File: src/rtl/bus_responder_8008_pkg.sv
// -----------------------------------------------------------------------------
// bus_responder_8008_pkg
// Shared types and defaults for the 8008 bus responder:
//   state_t           - core T-state as reported by the 8008 core
//   cycle_type_t      - cycle type carried in D[7:6] during T2
//   bus_resp_state_t  - read-side sequencer states
//   rd_src_t          - where the data for a read-like cycle comes from
// plus small decode helpers for the T2 control byte.
// -----------------------------------------------------------------------------
package bus_responder_8008_pkg;

    localparam int         WIDTH_DEF      = 8;
    localparam int         ADDR_WIDTH_DEF = 14;
    localparam logic [7:0] INTR_INSTR_DEF = 8'h05;   // RST 0

    typedef enum logic [2:0] {
        T1      = 3'd0,
        T1I     = 3'd1,
        T2      = 3'd2,
        WAIT    = 3'd3,
        T3      = 3'd4,
        T4      = 3'd5,
        T5      = 3'd6,
        STOPPED = 3'd7
    } state_t;

    typedef enum logic [1:0] {
        PCI = 2'b00,
        PCR = 2'b01,
        PCC = 2'b10,
        PCW = 2'b11
    } cycle_type_t;

    typedef enum logic [1:0] {
        R_IDLE    = 2'd0,
        R_RD_REQ  = 2'd1,
        R_RD_HOLD = 2'd2
    } bus_resp_state_t;

    typedef enum logic [1:0] {
        SRC_MEM  = 2'd0,
        SRC_INTR = 2'd1,
        SRC_INP  = 2'd2
    } rd_src_t;

    // Cycle type encoded in the top two bits of the T2 byte.
    function automatic cycle_type_t t2_cycle_type(input logic [7:0] d);
        return cycle_type_t'(d[7:6]);
    endfunction

    // A PCC cycle is an OUT when the T2 byte has a non-zero D[5:4].
    function automatic logic t2_is_out(input logic [7:0] d);
        return (cycle_type_t'(d[7:6]) == PCC) && (d[5:4] != 2'b00);
    endfunction

    // A PCC cycle is an INP when D[5:4] is zero.
    function automatic logic t2_is_inp(input logic [7:0] d);
        return (cycle_type_t'(d[7:6]) == PCC) && (d[5:4] == 2'b00);
    endfunction

endpackage

File: src/rtl/bus_responder_8008_wr_post_buf.sv
// -----------------------------------------------------------------------------
// bus_responder_8008_wr_post_buf
// One-entry posted write buffer. A PCW cycle drops its data here at T3 and
// the core continues; the buffer then owns the memory port (mem_we=1) until
// mem_ack drains it. While it holds an entry the read path is not granted
// the port, so a read can never overtake a posted write.
// Ports:
//   clk, rst_n       clock, async active-low reset
//   load_i           capture addr_i/data_i (only issued while empty)
//   addr_i, data_i   write address and data
//   mem_ack_i        memory completion pulse
//   req_o            write request towards memory (also mem_we)
//   addr_o, data_o   buffered address / data
//   empty_o          no write pending
//   rd_grant_o       read path may use the memory port
// -----------------------------------------------------------------------------
module bus_responder_8008_wr_post_buf
    import bus_responder_8008_pkg::*;
#(
    parameter int WIDTH      = WIDTH_DEF,
    parameter int ADDR_WIDTH = ADDR_WIDTH_DEF
) (
    input  logic                  clk,
    input  logic                  rst_n,
    input  logic                  load_i,
    input  logic [ADDR_WIDTH-1:0] addr_i,
    input  logic [WIDTH-1:0]      data_i,
    input  logic                  mem_ack_i,
    output logic                  req_o,
    output logic [ADDR_WIDTH-1:0] addr_o,
    output logic [WIDTH-1:0]      data_o,
    output logic                  empty_o,
    output logic                  rd_grant_o
);

    logic                  full_q, full_d;
    logic [ADDR_WIDTH-1:0] addr_q, addr_d;
    logic [WIDTH-1:0]      data_q, data_d;

    // Buffer occupancy: fill on load, drain on the ack of our own request.
    always_comb begin
        full_d = full_q;
        addr_d = addr_q;
        data_d = data_q;
        if (load_i) begin
            full_d = 1'b1;
            addr_d = addr_i;
            data_d = data_i;
        end else if (full_q && mem_ack_i) begin
            full_d = 1'b0;
        end else begin
            full_d = full_q;
        end
    end

    // Buffer state registers.
    always_ff @(posedge clk or negedge rst_n) begin
        if (!rst_n) begin
            full_q <= 1'b0;
            addr_q <= {ADDR_WIDTH{1'b0}};
            data_q <= {WIDTH{1'b0}};
        end else begin
            full_q <= full_d;
            addr_q <= addr_d;
            data_q <= data_d;
        end
    end

    assign req_o      = full_q;
    assign addr_o     = addr_q;
    assign data_o     = data_q;
    assign empty_o    = ~full_q;
    assign rd_grant_o = ~full_q;

endmodule

File: src/rtl/bus_responder_8008.sv
// -----------------------------------------------------------------------------
// bus_responder_8008
// External-side responder for the 8008 multiplexed bus. Captures the address
// and cycle type from T1/T2, serves memory reads (PCI/PCR) and posted writes
// (PCW) over a req/ack memory port, serves I/O (PCC) over simple port
// interfaces, and paces the core by driving Ready.
// Ports:
//   clk, rst_n                  clock (one T-state per clk), async reset
//   state, cpu_d                core T-state and core data out
//   cpu_din                     data to core (non-zero only in T3 of a read/INP)
//   Ready                       core Ready
//   mem_req/we/addr/wdata       memory request, held until mem_ack
//   mem_rdata, mem_ack          memory read data and completion pulse
//   io_out_stb/port/data        output port strobe with held port/data
//   io_in_port, io_in_data      input port select and sampled data
// -----------------------------------------------------------------------------
module bus_responder_8008
    import bus_responder_8008_pkg::*;
#(
    parameter int                WIDTH      = WIDTH_DEF,
    parameter int                ADDR_WIDTH = ADDR_WIDTH_DEF,
    parameter logic [WIDTH-1:0]  INTR_INSTR = INTR_INSTR_DEF
) (
    input  logic                  clk,
    input  logic                  rst_n,
    input  state_t                state,
    input  logic [WIDTH-1:0]      cpu_d,
    output logic [WIDTH-1:0]      cpu_din,
    output logic                  Ready,
    output logic                  mem_req,
    output logic                  mem_we,
    output logic [ADDR_WIDTH-1:0] mem_addr,
    output logic [WIDTH-1:0]      mem_wdata,
    input  logic [WIDTH-1:0]      mem_rdata,
    input  logic                  mem_ack,
    output logic                  io_out_stb,
    output logic [4:0]            io_out_port,
    output logic [WIDTH-1:0]      io_out_data,
    output logic [2:0]            io_in_port,
    input  logic [WIDTH-1:0]      io_in_data
);

    localparam int HI_W = ADDR_WIDTH - WIDTH;

    // Bus capture
    logic [WIDTH-1:0]  addr_lo_q, addr_lo_d;
    logic [HI_W-1:0]   addr_hi_q, addr_hi_d;
    cycle_type_t       ctype_q, ctype_d;
    logic              intr_fetch_q, intr_fetch_d;

    // Read sequencer
    bus_resp_state_t   fsm_q, fsm_d;
    rd_src_t           src_q, src_d;
    logic [WIDTH-1:0]  hold_q, hold_d;
    logic              rdy_q, rdy_d;
    logic              wr_wait_q, wr_wait_d;

    // I/O
    logic [2:0]        io_in_port_q, io_in_port_d;
    logic              io_out_stb_q, io_out_stb_d;
    logic [4:0]        io_out_port_q, io_out_port_d;
    logic [WIDTH-1:0]  io_out_data_q, io_out_data_d;

    // Write buffer interface
    logic                  wb_load_s;
    logic                  wb_req_s;
    logic [ADDR_WIDTH-1:0] wb_addr_s;
    logic [WIDTH-1:0]      wb_data_s;
    logic                  wb_empty_s;
    logic                  rd_grant_s;

    logic                  rd_req_s;
    logic                  fast_ok_s;
    logic                  t2_s;
    logic                  t3_s;

    assign t2_s = (state == T2);
    assign t3_s = (state == T3);

    // A read drives the port only once any posted write has drained.
    assign rd_req_s = (fsm_q == R_RD_REQ) && (src_q == SRC_MEM) && rd_grant_s;

    // Zero-wait T2: a PCW that can post immediately, or any OUT.
    assign fast_ok_s = t2_s &&
                       (((t2_cycle_type(cpu_d) == PCW) && wb_empty_s) ||
                        t2_is_out(cpu_d));

    bus_responder_8008_wr_post_buf #(
        .WIDTH      (WIDTH),
        .ADDR_WIDTH (ADDR_WIDTH)
    ) u_wr_post_buf (
        .clk        (clk),
        .rst_n      (rst_n),
        .load_i     (wb_load_s),
        .addr_i     ({addr_hi_q, addr_lo_q}),
        .data_i     (cpu_d),
        .mem_ack_i  (mem_ack),
        .req_o      (wb_req_s),
        .addr_o     (wb_addr_s),
        .data_o     (wb_data_s),
        .empty_o    (wb_empty_s),
        .rd_grant_o (rd_grant_s)
    );

    // Next-state logic: address capture, read sequencer, I/O, write pacing.
    always_comb begin
        addr_lo_d     = addr_lo_q;
        addr_hi_d     = addr_hi_q;
        ctype_d       = ctype_q;
        intr_fetch_d  = intr_fetch_q;
        fsm_d         = fsm_q;
        src_d         = src_q;
        hold_d        = hold_q;
        rdy_d         = rdy_q;
        wr_wait_d     = wr_wait_q;
        io_in_port_d  = io_in_port_q;
        io_out_stb_d  = 1'b0;
        io_out_port_d = io_out_port_q;
        io_out_data_d = io_out_data_q;
        wb_load_s     = 1'b0;

        // Low address byte and interrupt-acknowledge flag come from T1/T1I.
        if ((state == T1) || (state == T1I)) begin
            addr_lo_d    = cpu_d;
            intr_fetch_d = (state == T1I);
        end else begin
            addr_lo_d    = addr_lo_q;
        end

        // High address bits and cycle type come from T2.
        if (t2_s) begin
            addr_hi_d = cpu_d[HI_W-1:0];
            ctype_d   = t2_cycle_type(cpu_d);
        end else begin
            addr_hi_d = addr_hi_q;
        end

        case (fsm_q)
            R_IDLE: begin
                if (t2_s) begin
                    case (t2_cycle_type(cpu_d))
                        PCI, PCR: begin
                            fsm_d = R_RD_REQ;
                            if ((t2_cycle_type(cpu_d) == PCI) && intr_fetch_q) begin
                                src_d = SRC_INTR;
                            end else begin
                                src_d = SRC_MEM;
                            end
                        end
                        PCC: begin
                            if (t2_is_inp(cpu_d)) begin
                                fsm_d        = R_RD_REQ;
                                src_d        = SRC_INP;
                                io_in_port_d = cpu_d[3:1];
                            end else begin
                                // OUT: the accumulator went out at T1, the port at T2.
                                io_out_stb_d  = 1'b1;
                                io_out_port_d = cpu_d[5:1];
                                io_out_data_d = addr_lo_q;
                            end
                        end
                        PCW: begin
                            // Buffer still draining: hold the core in WAIT.
                            if (!wb_empty_s) begin
                                wr_wait_d = 1'b1;
                            end else begin
                                wr_wait_d = 1'b0;
                            end
                        end
                        default: begin
                            fsm_d = R_IDLE;
                        end
                    endcase
                end else if (t3_s && (ctype_q == PCW)) begin
                    // Post the write; the core is released without waiting for memory.
                    wb_load_s = wb_empty_s;
                    rdy_d     = 1'b0;
                end else begin
                    fsm_d = R_IDLE;
                end
            end

            R_RD_REQ: begin
                case (src_q)
                    SRC_INTR: begin
                        hold_d = INTR_INSTR;
                        rdy_d  = 1'b1;
                        fsm_d  = R_RD_HOLD;
                    end
                    SRC_INP: begin
                        hold_d = io_in_data;
                        rdy_d  = 1'b1;
                        fsm_d  = R_RD_HOLD;
                    end
                    SRC_MEM: begin
                        if (rd_req_s && mem_ack) begin
                            hold_d = mem_rdata;
                            rdy_d  = 1'b1;
                            fsm_d  = R_RD_HOLD;
                        end else begin
                            fsm_d  = R_RD_REQ;
                        end
                    end
                    default: begin
                        fsm_d = R_IDLE;
                    end
                endcase
            end

            R_RD_HOLD: begin
                if (t3_s) begin
                    rdy_d = 1'b0;
                    fsm_d = R_IDLE;
                end else begin
                    fsm_d = R_RD_HOLD;
                end
            end

            default: begin
                fsm_d = R_IDLE;
            end
        endcase

        // Release a PCW that stalled on a full buffer once the buffer is empty.
        if (wr_wait_q && wb_empty_s) begin
            rdy_d     = 1'b1;
            wr_wait_d = 1'b0;
        end else begin
            wr_wait_d = wr_wait_d;
        end
    end

    // State registers.
    always_ff @(posedge clk or negedge rst_n) begin
        if (!rst_n) begin
            addr_lo_q     <= {WIDTH{1'b0}};
            addr_hi_q     <= {HI_W{1'b0}};
            ctype_q       <= PCI;
            intr_fetch_q  <= 1'b0;
            fsm_q         <= R_IDLE;
            src_q         <= SRC_MEM;
            hold_q        <= {WIDTH{1'b0}};
            rdy_q         <= 1'b0;
            wr_wait_q     <= 1'b0;
            io_in_port_q  <= 3'd0;
            io_out_stb_q  <= 1'b0;
            io_out_port_q <= 5'd0;
            io_out_data_q <= {WIDTH{1'b0}};
        end else begin
            addr_lo_q     <= addr_lo_d;
            addr_hi_q     <= addr_hi_d;
            ctype_q       <= ctype_d;
            intr_fetch_q  <= intr_fetch_d;
            fsm_q         <= fsm_d;
            src_q         <= src_d;
            hold_q        <= hold_d;
            rdy_q         <= rdy_d;
            wr_wait_q     <= wr_wait_d;
            io_in_port_q  <= io_in_port_d;
            io_out_stb_q  <= io_out_stb_d;
            io_out_port_q <= io_out_port_d;
            io_out_data_q <= io_out_data_d;
        end
    end

    assign Ready       = rdy_q | fast_ok_s;
    assign cpu_din     = ((fsm_q == R_RD_HOLD) && t3_s) ? hold_q : {WIDTH{1'b0}};
    assign mem_req     = wb_req_s | rd_req_s;
    assign mem_we      = wb_req_s;
    assign mem_addr    = wb_req_s ? wb_addr_s : {addr_hi_q, addr_lo_q};
    assign mem_wdata   = wb_data_s;
    assign io_out_stb  = io_out_stb_q;
    assign io_out_port = io_out_port_q;
    assign io_out_data = io_out_data_q;
    assign io_in_port  = io_in_port_q;

endmodule

File: config.mk
export PLATFORM = sky130hd
export DESIGN_NAME = bus_responder_8008
export DESIGN_NICKNAME = d
export VERILOG_FILES = /design/src/rtl/bus_responder_8008_pkg.sv /design/src/rtl/bus_responder_8008_wr_post_buf.sv /design/src/rtl/bus_responder_8008.sv
export SDC_FILE = /design/constraint.sdc
export NUM_CORES = 1
export LEC_CHECK = 0
export ABC_AREA = 1
export BUFFER_PORTS_ARGS = -buffer_cell sky130_fd_sc_hd__buf_4
export CORE_MARGIN = 2
export CORE_UTILIZATION = 40
export DETAILED_ROUTE_END_ITERATION = 8
export GPL_ROUTABILITY_DRIVEN = 0
export RECOVER_POWER = 50
export SLEW_MARGIN = 20
export SYNTH_ARGS = -nofsm -noshare
export SYNTH_HDL_FRONTEND = slang
export SYNTH_SLANG_ARGS = --single-unit
File: constraint.sdc
create_clock -name clk -period 2.87 [get_ports clk]
set_clock_uncertainty 0.2 [all_clocks]
set_input_delay 0.574 -clock clk [delete_from_list [all_inputs] [get_ports clk]]
set_output_delay 0.574 -clock clk [all_outputs]
set_load 0.02 [all_outputs]
==> impl_metrics.json <==
{
  "area_growth_pct": 26.8,
  "num-fill-cells": 749,
  "instances_no_fill": 573,
  "io_pins": 80,
  "core_area_sq_um": 7730,
  "synth.avg_cell_area_sq_um": 8.25,
  "cts-resized-gates": 0,
  "swShare_pct": 34.4,
  "worstSetupPathType": "flip-flop to primary output",
  "max-cap-violations": 1,
  "io_buffers": 79,
  "rr_worst_depth": 5,
  "vias": 2760,
  "final_hold_viol_count": 0,
  "post_cts_buffers": 0,
  "layout_common_cells": "nand2_1, buf_4, dfrtp_1",
  "place_inst": 557,
  "synth_top_area_share_pct": 55.5,
  "p_leak_nw": 2.19,
  "avgRoutedWirePerCell_um": 13.9,
  "cts_root_buf": "clkbuf_8",
  "final_util_pct": 52.5,
  "layout_commonest_cell": "nand2_1",
  "layout-drive-gt1-share_pct": 22.5,
  "worst_ep_required_time_ps": 2100,
  "pwr-share-seq_pct": 43.2,
  "nets": 499,
  "crit_path_start_kind": "flip-flop",
  "die_h_um": 93.5,
  "violations": "capacitance limit, slew limit",
  "pwr-share-clk_pct": 25.7,
  "clk-insertion-delay-late_ps": 340,
  "num_antenna_cells": 0,
  "synth_area_sq_um": 3200,
  "route.met3.wl_um": 519,
  "internal-power_mw": 2.18,
  "cts_hold_buf": 0,
  "crit_arrival_ps": 1650,
  "synth.distinct_cells": 21,
  "rsz0062_at_grt": "no",
  "grt_max_degree": 72,
  "multi_input_area_sq_um": 1190,
  "final.min_clock_period_ps": 2420,
  "wirelength_um": 7980,
  "routed.top_layer": "met4",
  "p_switching_mw": 1.14,
  "worst_pin_slew_ps": 1770,
  "critical_path.endpoint_type": "primary output",
  "hpwl_um": 5470,
  "rrSetupSlack_ps": 730,
  "antenna_found_initial": 0,
  "holdPathEnd": "u_wr_post_buf.req_o$_DFFE_PN0P_",
  "yosysSeqAreaShare_pct": 55.5,
  "seq_area_sq_um": 1780,
  "slew_violations": 72,
  "min_path_type": "primary input to flip-flop",
  "cts_max_level": 3,
  "timing.rr.start": "fsm_q[1]$_DFFE_PN0P_",
  "rows": 32,
  "cts_inserted_buffers": 9,
  "min_from": "mem_ack",
  "timing.final.crit_share_pct": 84.4,
  "drt_iter0_markers": 209,
  "synthTopCellsByArea": "dfrtp_1, nand2_1, o21ai_0",
  "yosys.area.top_type": "dfrtp_1",
  "grt_pass1_vias": 2511,
  "ctsLongestPathBuffers": 2,
  "max_slew_margin_pct": -17.8,
  "dr_wl_met2_um": 3550,
  "status": "finished, violations left",
  "fin_setup_tns_ps": 0,
  "max_freq_mhz": 413,
  "die_area_sq_um": 8740,
  "vias_per_cell": 4.82,
  "die_x_um": 93.5,
  "whs_path_depth": 2,
  "yosysWarnings": 0,
  "grt.overflow.total": 0,
  "ys_ff_latch": 71,
  "synthCells": 388,
  "combPwrFrac_pct": 31.2,
  "drcViolationCount": 0,
  "vdd_ir_drop_max_uv": 373,
  "cts_sinks": 71,
  "wl_met1_um": 3790,
  "grt_util_all_layers_pct": 19.1,
  "r2r-end": "io_out_data[2]$_DFFE_PN0P_",
  "initial_core_util_pct": 41.4,
  "final-setup-viol-count": 0,
  "path_max_fanout": 25,
  "drtPass1Iterations": 4,
  "clk_pin_slew_worst_paths_ps": 70,
  "power_per_cell_area_nw_per_um2": 820,
  "drtAntennaViolNets": 0,
  "grt_pass1_wl_um": 12800,
  "cts_tree": "done",
  "synth_fp_nets": 421
}
-- area by class of cell --
cell class	instances	area share [%]
timing repair buffer	83	14.9
multi-input combinational	262	29.4
clock inverter	7	2.16
tap	102	3.14
inverter	39	3.61
clock buffer	9	3.05
sequential	71	43.8
-- synth_stat cells (all sizes together) --
cell,n
ha,3
inv,39
a22o,6
nand3,29
dfrtp,71
a21oi,5
clkbuf,8
nand3b,1
o21ai,54
buf,8
or2,2
nor3,2
nor2,23
nand2,137
-- cells by family (layout without fill, tap and decap cells) --
group / Yosys count / after routing / share of synthesized area, %
fa+ha+maj: 3 / 3 / 1.17
compound gates: 65 / 65 / 10.9
flops: 71 / 71 / 55.5
buf+inv: 55 / 138 / 6.96
simple gates: 194 / 194 / 25.5
-- sequential cells by signal, summed over array words and instances (netlist names), 2 cells and up --
register and cells:
ctype_q 2, fsm_q 2, src_q 2, hold_q 8, u_wr_post_buf.data_o 8, u_wr_post_buf.addr_o 14
io_out_data 8, addr_lo_q 8, io_in_port 3, addr_hi_q 6, io_out_port 5
-- routing by layer --
metal	vias up	track usage (%)
met5	-	0
met4	0	6.00
met3	12	5.40
met2	96	28.7
met1	1269	26.6
li1	1383	-
-- per-stage QoR --
stage	setup WS (ps)	cell area, sq um	hold slack, ps	total power [mW]
floorplan	709	3200	78.4	2.07
global placement	542	3880	253	2.49
detailed placement	504	3880	259	2.51
CTS	395	4090	183	3.38
global route	223	4060	218	3.56
finish	447	4060	222	3.33
-- critical path, cell delays in order (launching register included) --
cell and delay [ps]:
dfrtp_1 390, inv_2 350, a21oi_1 120, o21ai_0 250, buf_4 190
-- worst max path at each step --
stage                                         start          to  slack (ps)  cells past startpoint
floorplan                                  cpu_d[6]       Ready         710                      5
global placement                           state[0]  cpu_din[1]         540                      7
detailed placement                         state[0]  cpu_din[0]         500                      7
CTS                            src_q[0]$_DFFE_PN0P_     mem_req         390                      5
global route                   src_q[0]$_DFFE_PN0P_     mem_req         220                      5
finish              u_wr_post_buf.req_o$_DFFE_PN0P_       Ready         450                      4
-- power groups by stage --
stage | Clock [mW] | Sequential (mW) | Combinational, mW
2_1_floorplan | 0 | 1.56 | 0.506
3_3_place_gp | 0 | 1.45 | 1.04
3_5_place_dp | 0 | 1.45 | 1.06
4_1_cts | 0.877 | 1.44 | 1.06
5_1_grt | 0.927 | 1.47 | 1.16
6_report | 0.854 | 1.44 | 1.04
(Power assumes the default switching activity.)
